--- config.mk ---
export PLATFORM = sky130hd
export DESIGN_NAME = matrix_frame_scheduler
export DESIGN_NICKNAME = d
export VERILOG_FILES = /design/src/rtl/matrix_sched_pkg.sv /design/src/rtl/frame_sync_edge.sv /design/src/rtl/matrix_frame_scheduler.sv
export SDC_FILE = /design/constraint.sdc
export NUM_CORES = 1
export LEC_CHECK = 0
export CAP_MARGIN = 20
export CORE_MARGIN = 10
export CORE_UTILIZATION = 49
export DETAILED_ROUTE_END_ITERATION = 12
export PLACE_DENSITY = 0.75
export SLEW_MARGIN = 20
export SYNTH_ARGS = -nofsm -noshare
export SYNTH_HDL_FRONTEND = slang
export SYNTH_SLANG_ARGS = --single-unit
--- constraint.sdc ---
create_clock -name clk -period 2.35 [get_ports clk]
set_input_delay 0.5875 -clock clk [delete_from_list [all_inputs] [get_ports clk]]
set_output_delay 0.5875 -clock clk [all_outputs]
set_load 0.005 [all_outputs]
--- src/rtl/matrix_sched_pkg.sv ---
// Shared types and constants for the 3x3 matrix frame/line scheduler.
package matrix_sched_pkg;

    typedef enum logic [1:0] {
        IDLE = 2'd0,
        WAIT = 2'd1,
        LINE = 2'd2,
        DONE = 2'd3
    } sched_state_t;

    localparam int unsigned CNT_W_DEF = 10;
    localparam int unsigned WIN_MIN   = 2;

endpackage

--- src/rtl/frame_sync_edge.sv ---
// Registers vsync/href and flags vsync-active rise and href rise/fall edges.
module frame_sync_edge #(
    parameter logic VSYNC_VALID = 1'b1
) (
    input  logic clk,
    input  logic rst_n,
    input  logic vsync,
    input  logic href,
    output logic vs_rise,
    output logic href_rise,
    output logic href_fall
);

    logic vs_act;
    logic vs_act_d;
    logic href_d;

    assign vs_act = (vsync == VSYNC_VALID);

    always_ff @(posedge clk) begin
        if (!rst_n) begin
            vs_act_d <= 1'b0;
            href_d   <= 1'b0;
        end else begin
            vs_act_d <= vs_act;
            href_d   <= href;
        end
    end

    assign vs_rise   = vs_act && !vs_act_d;
    assign href_rise = href && !href_d;
    assign href_fall = !href && href_d;

endmodule

--- src/rtl/matrix_frame_scheduler.sv ---
// Frame/line scheduler: tracks pixel position from vsync/href and drives
// line-buffer shift and 3x3 window-valid strobes, recovering from bad timing.
module matrix_frame_scheduler
    import matrix_sched_pkg::*;
#(
    parameter int unsigned IMG_HDISP   = 16,
    parameter int unsigned IMG_VDISP   = 5,
    parameter int unsigned CNT_W       = CNT_W_DEF,
    parameter logic        VSYNC_VALID = 1'b1
) (
    input  logic             clk,
    input  logic             rst_n,
    input  logic             enable,
    input  logic             per_frame_vsync,
    input  logic             per_frame_href,
    output logic             lb_shift_en,
    output logic             win_valid,
    output logic [CNT_W-1:0] col_idx,
    output logic [CNT_W-1:0] row_idx,
    output logic             frame_start,
    output logic             frame_done,
    output logic             err_pulse,
    output logic             busy
);

    localparam logic [CNT_W-1:0] HMAX = CNT_W'(IMG_HDISP);
    localparam logic [CNT_W-1:0] VMAX = CNT_W'(IMG_VDISP);
    localparam logic [CNT_W-1:0] WMIN = CNT_W'(WIN_MIN);

    logic vs_rise;
    logic href_rise;
    logic href_fall;

    frame_sync_edge #(
        .VSYNC_VALID (VSYNC_VALID)
    ) u_sync_edge (
        .clk       (clk),
        .rst_n     (rst_n),
        .vsync     (per_frame_vsync),
        .href      (per_frame_href),
        .vs_rise   (vs_rise),
        .href_rise (href_rise),
        .href_fall (href_fall)
    );

    sched_state_t     state;
    logic [CNT_W-1:0] col_cnt;
    logic             long_err;
    logic [CNT_W-1:0] row_inc;
    logic             line_last;
    logic             pix_ok;
    logic             restart;

    assign row_inc   = row_idx + CNT_W'(1);
    assign line_last = (row_inc == VMAX);
    assign pix_ok    = (col_cnt < HMAX);
    // vs_rise mid-frame aborts it, unless the same cycle closed the last line
    assign restart   = vs_rise &&
                       ((state == WAIT) ||
                        ((state == LINE) && !(href_fall && line_last)));

    always_ff @(posedge clk) begin
        if (!rst_n) begin
            state       <= IDLE;
            col_cnt     <= '0;
            long_err    <= 1'b0;
            lb_shift_en <= 1'b0;
            win_valid   <= 1'b0;
            col_idx     <= '0;
            row_idx     <= '0;
            frame_start <= 1'b0;
            frame_done  <= 1'b0;
            err_pulse   <= 1'b0;
            busy        <= 1'b0;
        end else begin
            lb_shift_en <= 1'b0;
            win_valid   <= 1'b0;
            frame_start <= 1'b0;
            frame_done  <= 1'b0;
            err_pulse   <= 1'b0;

            case (state)
                IDLE: begin
                    if (vs_rise && enable) begin
                        state       <= WAIT;
                        frame_start <= 1'b1;
                        busy        <= 1'b1;
                        row_idx     <= '0;
                        col_idx     <= '0;
                    end
                end
                WAIT: begin
                    // The href rise cycle already carries pixel 0
                    if (href_rise) begin
                        state       <= LINE;
                        lb_shift_en <= 1'b1;
                        col_idx     <= '0;
                        col_cnt     <= CNT_W'(1);
                        long_err    <= 1'b0;
                    end
                end
                LINE: begin
                    if (href_fall) begin
                        if (col_cnt < HMAX) begin
                            err_pulse <= 1'b1;
                        end
                        if (line_last) begin
                            state <= DONE;
                        end else begin
                            row_idx <= row_inc;
                            state   <= WAIT;
                        end
                    end else if (pix_ok) begin
                        lb_shift_en <= 1'b1;
                        col_idx     <= col_cnt;
                        col_cnt     <= col_cnt + CNT_W'(1);
                        win_valid   <= (row_idx >= WMIN) && (col_cnt >= WMIN);
                    end else if (!long_err) begin
                        err_pulse <= 1'b1;
                        long_err  <= 1'b1;
                    end
                end
                DONE: begin
                    frame_done <= 1'b1;
                    busy       <= 1'b0;
                    row_idx    <= '0;
                    col_idx    <= '0;
                    state      <= IDLE;
                end
                default: state <= IDLE;
            endcase

            if (restart) begin
                err_pulse   <= 1'b1;
                lb_shift_en <= 1'b0;
                win_valid   <= 1'b0;
                row_idx     <= '0;
                col_idx     <= '0;
                if (enable) begin
                    state       <= WAIT;
                    frame_start <= 1'b1;
                    busy        <= 1'b1;
                end else begin
                    state <= IDLE;
                    busy  <= 1'b0;
                end
            end
        end
    end

endmodule

Word-level counts from Yosys, hierarchy flattened
Cells that the tools add are included.
Widths: inputs -> output; s select.

storage, ports and cells
  register bits after elaboration = 41
  latch bits = 0
  memory bits (writable) = 0
  bits in read-only memories = 0
  bits of input ports = 5
  output and inout bits = 26
  word-level logic and storage cells = 101
  memories = 0

cells by class
  add/subtract/negate cells = 2
  multiply operators = 0
  divide/modulo/power cells = 0
  magnitude comparators = 3
  equality and inequality tests = 14
  shifts and indexed selects = 0
  mux-type cells = 41
  bitwise operators = 3
  reductions and logical operators = 25

operators by type and width
  cell                   number
  $mux 10                9
  $pmux 10 s4            1
  $pmux 10 s3            1
  $add 10x1->10 const B  2
  $ge 10x2->1 const B    2
  $mux 1                 20
  $pmux 10 s2            1
  $reduce_and 4->1       4
  $ne 2x2->1 const B     7
  $eq 10x3->1 const B    1
  $lt 10x5->1 const B    1
  $mux 2                 5
  $ne 3x3->1 const B     3
  $logic_and 1x1->1      8
  $pmux 2 s4             1
  $pmux 1 s2             3
  $reduce_bool 3->1      2
  $reduce_or 5->1        1
  $eq 2x2->1 const B     2
  $logic_not 1->1        4
  $not 1->1              3
  $reduce_and 3->1       1
  $eq 2x1->1 const B     1
  $logic_not 2->1        1
  4 further kinds        4

Longest topological paths before layout
  depth after elaboration = 9
  mapped depth = 9
  depth with buffers taken out = 8

By module
From an unflattened synthesis, not the netlist that was laid out.

unflattened totals
  cells, all modules = 254
  area total of the unflattened synthesis = 2154.6 um2

modules (own cells, without submodules)
  module                  instances  cells each  area each (um2)  sequential area each (um2)
  matrix_frame_scheduler  1          247         2083.2           780.7
  frame_sync_edge         1          7           71.3             40.0

Least setup slack after synthesis
OpenSTA, ideal clock, no wires.

  path kind = reg2reg
  from = register row_idx[1]
  to = register win_valid
  library setup time = 0.087 ns
  arrival = 2.186 ns
  data required time = 2.263 ns
  slack = 0.076 ns
  stages on the path, launching flop included = 9
  buffers on the path = 1
  period minus slack after synthesis = 2.274 ns
  path through = dfxtp_1 > ha_1 > buf_4 > or3b_4 > a221oi_4 > o221a_4 > a311oi_4 > nand2b_4 > nor4_4

on the way
  word-level cells in the longest chain between the ends = 8
  elaborated cells on any way between the ends = 10
  classes of those cells = add/sub: 1; order compare: 1; eq/ne: 1; reduce/logical: 7

ends and longest elaborated chain
  element                    RTL line                       text
  start: declaration         matrix_frame_scheduler.sv:19   output logic [CNT_W-1:0] row_idx,
  start signal: assignment   matrix_frame_scheduler.sv:110  row_idx <= row_inc;
  $add 10x1->10              matrix_frame_scheduler.sv:54   assign row_inc = row_idx + CNT_W'(1);
  $eq 10x3->1                matrix_frame_scheduler.sv:55   assign line_last = (row_inc == VMAX);
  $logic_and 1x1->1          matrix_frame_scheduler.sv:60   ((state == LINE) && !(href_fall && line_last)));
  $logic_not 1->1            matrix_frame_scheduler.sv:60
  $logic_and 1x1->1          matrix_frame_scheduler.sv:60
  $logic_or 1x1->1           matrix_frame_scheduler.sv:59   ((state == WAIT) ||
  $logic_and 1x1->1          matrix_frame_scheduler.sv:58   assign restart = vs_rise &&
  $reduce_or 5->1 (no line)  --
  end signal: assignment     matrix_frame_scheduler.sv:117  win_valid <= (row_idx >= WMIN) && (col_cnt >= WMIN);
  end: declaration           matrix_frame_scheduler.sv:17   output logic win_valid,

Several ways; a longest one is shown, not always the timed one.
A chain may end at the register's enable or synchronous reset.

Final worst setup path
  from = input per_frame_href
  to = register row_idx[8]

on the way
  word-level cells in the longest chain between the ends = 8
  elaborated cells on any way between the ends = 10
  classes of those cells = eq/ne: 1; reduce/logical: 9

ends and longest elaborated chain
  element                    RTL line                      text
  start: declaration         matrix_frame_scheduler.sv:15  input logic per_frame_href,
  $logic_not 1->1 *          frame_sync_edge.sv:32         assign href_fall = !href && href_d;
  $logic_and 1x1->1 *        frame_sync_edge.sv:32
  $logic_and 1x1->1          matrix_frame_scheduler.sv:60
  $logic_not 1->1            matrix_frame_scheduler.sv:60
  $logic_and 1x1->1          matrix_frame_scheduler.sv:60
  $logic_or 1x1->1           matrix_frame_scheduler.sv:59
  $logic_and 1x1->1          matrix_frame_scheduler.sv:58
  $reduce_or 2->1 (no line)  --

Every way passes the cells marked *; elsewhere a longest branch is shown, timed or not.

==> impl_metrics.toml <==
[logic_synthesis]
synth.top_cell.area_share = 0.3640
syn_area_mm2 = 0.002255
yosys-top-cells-count = "41 x dfxtp_1, 33 x nand2_1, 22 x nor2_1, 12 x nand3_1, 11 x a21oi_2"
syn_area_per_cell_um2 = 9.055
synthTopCellsByArea = "dfxtp_1 36%, nand2_1 5.5%, ha_1 5.0%, nor2_4 5.0%, a21oi_2 4.3%"
yosysTopAreaCell = "dfxtp_1"
syn_nets = 263
synth-seq-cells = 41
synth.most_common_cell = "dfxtp_1"
synthArstFlopShare = 0
synth.distinct_cells = 53
seq_area_frac_synth = 0.3640
synthCells = 249
synth-edff-count = 0
synth-main-ff-cell = "dfxtp_1"
yosysWarnings = 0

[clock_tree]
cts_tree = "done"
cts_root_buf = "clkbuf_8"
clock_path_buffers = 2
clock-sinks = 41
numCtsBuffers = 5
clock_latency_ns = 0.29
path_clk_slew_ns = 0.08
htree_levels = 2
post_cts_buffers = 0

[setup_path]
worstSetupStartpointType = "input port"
reg2reg_slack_ns = 0.20
crit_start = "per_frame_href"
endpoint_kind = "flop"
critPathSlowestCell = "or4_1"
cp_max_fo = 4
worstPathArrival_ns = 2.41
rr_worst_depth = 8
max_stage_delay_ns = 0.44
path_depth = 7
criticalPathCategory = "input port to flop"
cp.buffers_inverters = 1
cp-endpoint = "row_idx[8]"
path_delay_family = "simple AND/OR/NAND/NOR gates"
worstPathCellList = "clkdlybuf4s50_1 -> nand2b_1 -> a221o_1 -> nor2_1 -> o21ai_1 -> or4_1 -> a21oi_2"
cp.required_ns = 2.58
r2r-end = "row_idx[2]"
timing.rr.start = "row_idx[0]"

[drt]
vias_per_cell = 5.614
drt-total-wl_um = 5269
drt_iter0_drc = 176
drt_first_pass_iters = 4
drc = 0
antenna_left = 0
routedWlPerCell_um = 14.97
routed-via-count = 1976

[flow_run]
drv_cap = 0

[worst_hold_path]
min_path_cells = 2
hold_path.class = "flop to flop"

[sta]
finalHoldViolCount = 0
min_period_ns = 2.181
max_freq_mhz = 458.6
timing.final.crit_share = 0.9280
skew_ns = 0.006588
worst-slew-pin-transition_ns = 0.5478
setup_viol = 0
fin_ws_ns = 0.1692
slew_headroom = 0.6314
drv_slew = 0
hold_slack_ns = 0.4641
rsz0062_at_grt = "no"

[placed_design]
placed_area_mm2 = 0.002755
io_buffers = 30
dp_cells = 344
dpl_worst_slack_ns = -0.1225
dp.final_hpwl_um = 3928
place_congestion = 0.9226

[final_layout]
nNetsFinal = 313
drive_gt1_frac = 0.2133
stdcell_area_mm2 = 0.002850
n_antenna_cell = 0
finalNonFillerCells = 352
nFillCells = 390
final_core_util = 0.6457
synthToLayoutAreaGrowth_pct = 26.41

[die]
core_mm2 = 0.004414
start_util = 0.5108
rows = 24
fp.dieArea_mm2 = 0.007715
die_h_um = 87.84
die_w_um = 87.84
ioPinCount = 31

[power_and_ir_drop]
p_switching_mw = 0.6829
p_clk_frac = 0.242
internal_power_mw = 1.203
p_seq_frac = 0.407
combPwrFrac = 0.351
peakVddDrop_uv = 484.5
leakagePower_nw = 1.019
swShare = 0.3621
p_per_area_mw_per_mm2 = 661.7

[grt]
grt_pass1_wl_um = 9087
grt_overflow = 0
grt_pass1_vias = 1908
grt_max_degree = 14
grt_usage = 0.1417
antenna_found_initial = 0

[outcome]
status = "complete, no violations"
==> worst min-delay path by stage <==
stage	start	slack (ns)	end
after floorplan	col_cnt[9]	0.44	col_cnt[9]
final	col_idx[0]	0.46	col_idx[0]
after CTS	col_idx[0]	0.47	col_idx[0]
after detailed placement	col_idx[0]	0.45	col_idx[0]
after global placement	col_idx[2]	0.45	col_idx[2]
after global routing	col_idx[3]	0.49	col_idx[3]
==> cells by family (layout without fill, tap and decap cells) <==
family,after synthesis,count (layout),share of synthesized area
buf+inv,17,68,0.04162
fa+ha+maj,9,9,0.04995
xor+xnor,4,4,0.01887
flops,41,41,0.3640
mux,3,3,0.01332
simple gates,117,117,0.3013
compound gates,58,58,0.2109
==> power groups by stage <==
stage	clock, mW	sequential, mW	combinational, mW
final	0.457	0.768	0.661
after global routing	0.501	0.772	0.726
after CTS	0.475	0.766	0.657
after detailed placement	0	0.782	0.647
after global placement	0	0.783	0.641
after floorplan	0	0.777	0.414
==> registers in the layout (all words and copies together) (netlist names), 2 cells and up <==
name / flops
state: 2
col_idx: 10
row_idx: 10
col_cnt: 10
==> area by class of cell <==
| class | instances | area (um^2) | share of cell area |
|---|---|---|---|
| well taps | 52 | 65.06 | 0.02283 |
| multi-input cells | 191 | 1345 | 0.4719 |
| flip-flops and latches | 41 | 823.3 | 0.2889 |
| clock inverters | 2 | 15.01 | 0.005268 |
| inverters | 9 | 33.78 | 0.01185 |
| repair buffers | 51 | 495.5 | 0.1738 |
| clock buffers | 6 | 72.57 | 0.02546 |
==> worst reg2reg max path, delay by kind of cell, from the launching register on <==
kind | cells | cell delay (ns)
AOI/OAI and AO/OA | 4 | 0.76
and+or+nand+nor | 2 | 0.62
DFF | 1 | 0.34
adders and majority gates | 1 | 0.17
buffers and inverters | 1 | 0.17
==> repair_timing <==
| item | 4_1_cts | 5_1_grt |
|---|---|---|
| hold buffers | 0 | 0 |
| setup endpoints to repair | 0 | 23 |
| resized for setup | 0 | 3 |
==> routing by layer <==
layer	vias to the layer above	global-route usage	wire, um
li1	1002	-	-
met1	907	0.1888	2373
met2	61	0.2183	2502
met3	6	0.04364	352
met4	0	0.03333	40
met5	-	0	0
==> layout by cell type, fill, tap and decap left out, types with 3 or more instances in the layout <==
cell and count:
ha_1 9, o21ai_0 8, nand3_1 12, buf_4 18
a21oi_2 11, nor3_1 4, mux2i_1 3, nand3b_1 3
nand2_1 33, and2_1 5, nand2b_1 7, dfxtp_1 39
clkdlybuf4s50_1 30, o31ai_1 3, a41oi_1 3, or3_1 4
nand4_1 3, a21oi_1 8, nor2_1 22, a22oi_1 4
clkbuf_8 5, nor2_4 10, buf_12 3, a31oi_1 6
inv_1 9
==> through the flow <==
| stage | power (mW) | TNS (ns) |
|---|---|---|
| detailed placement | 1.429 | -0.9720 |
| global placement | 1.424 | -0.3817 |
| finish | 1.886 | 0 |
| global route | 1.999 | 0 |
| CTS | 1.898 | 0 |
| floorplan | 1.191 | 0 |
Note: power is estimated with default switching activity, not from simulation.
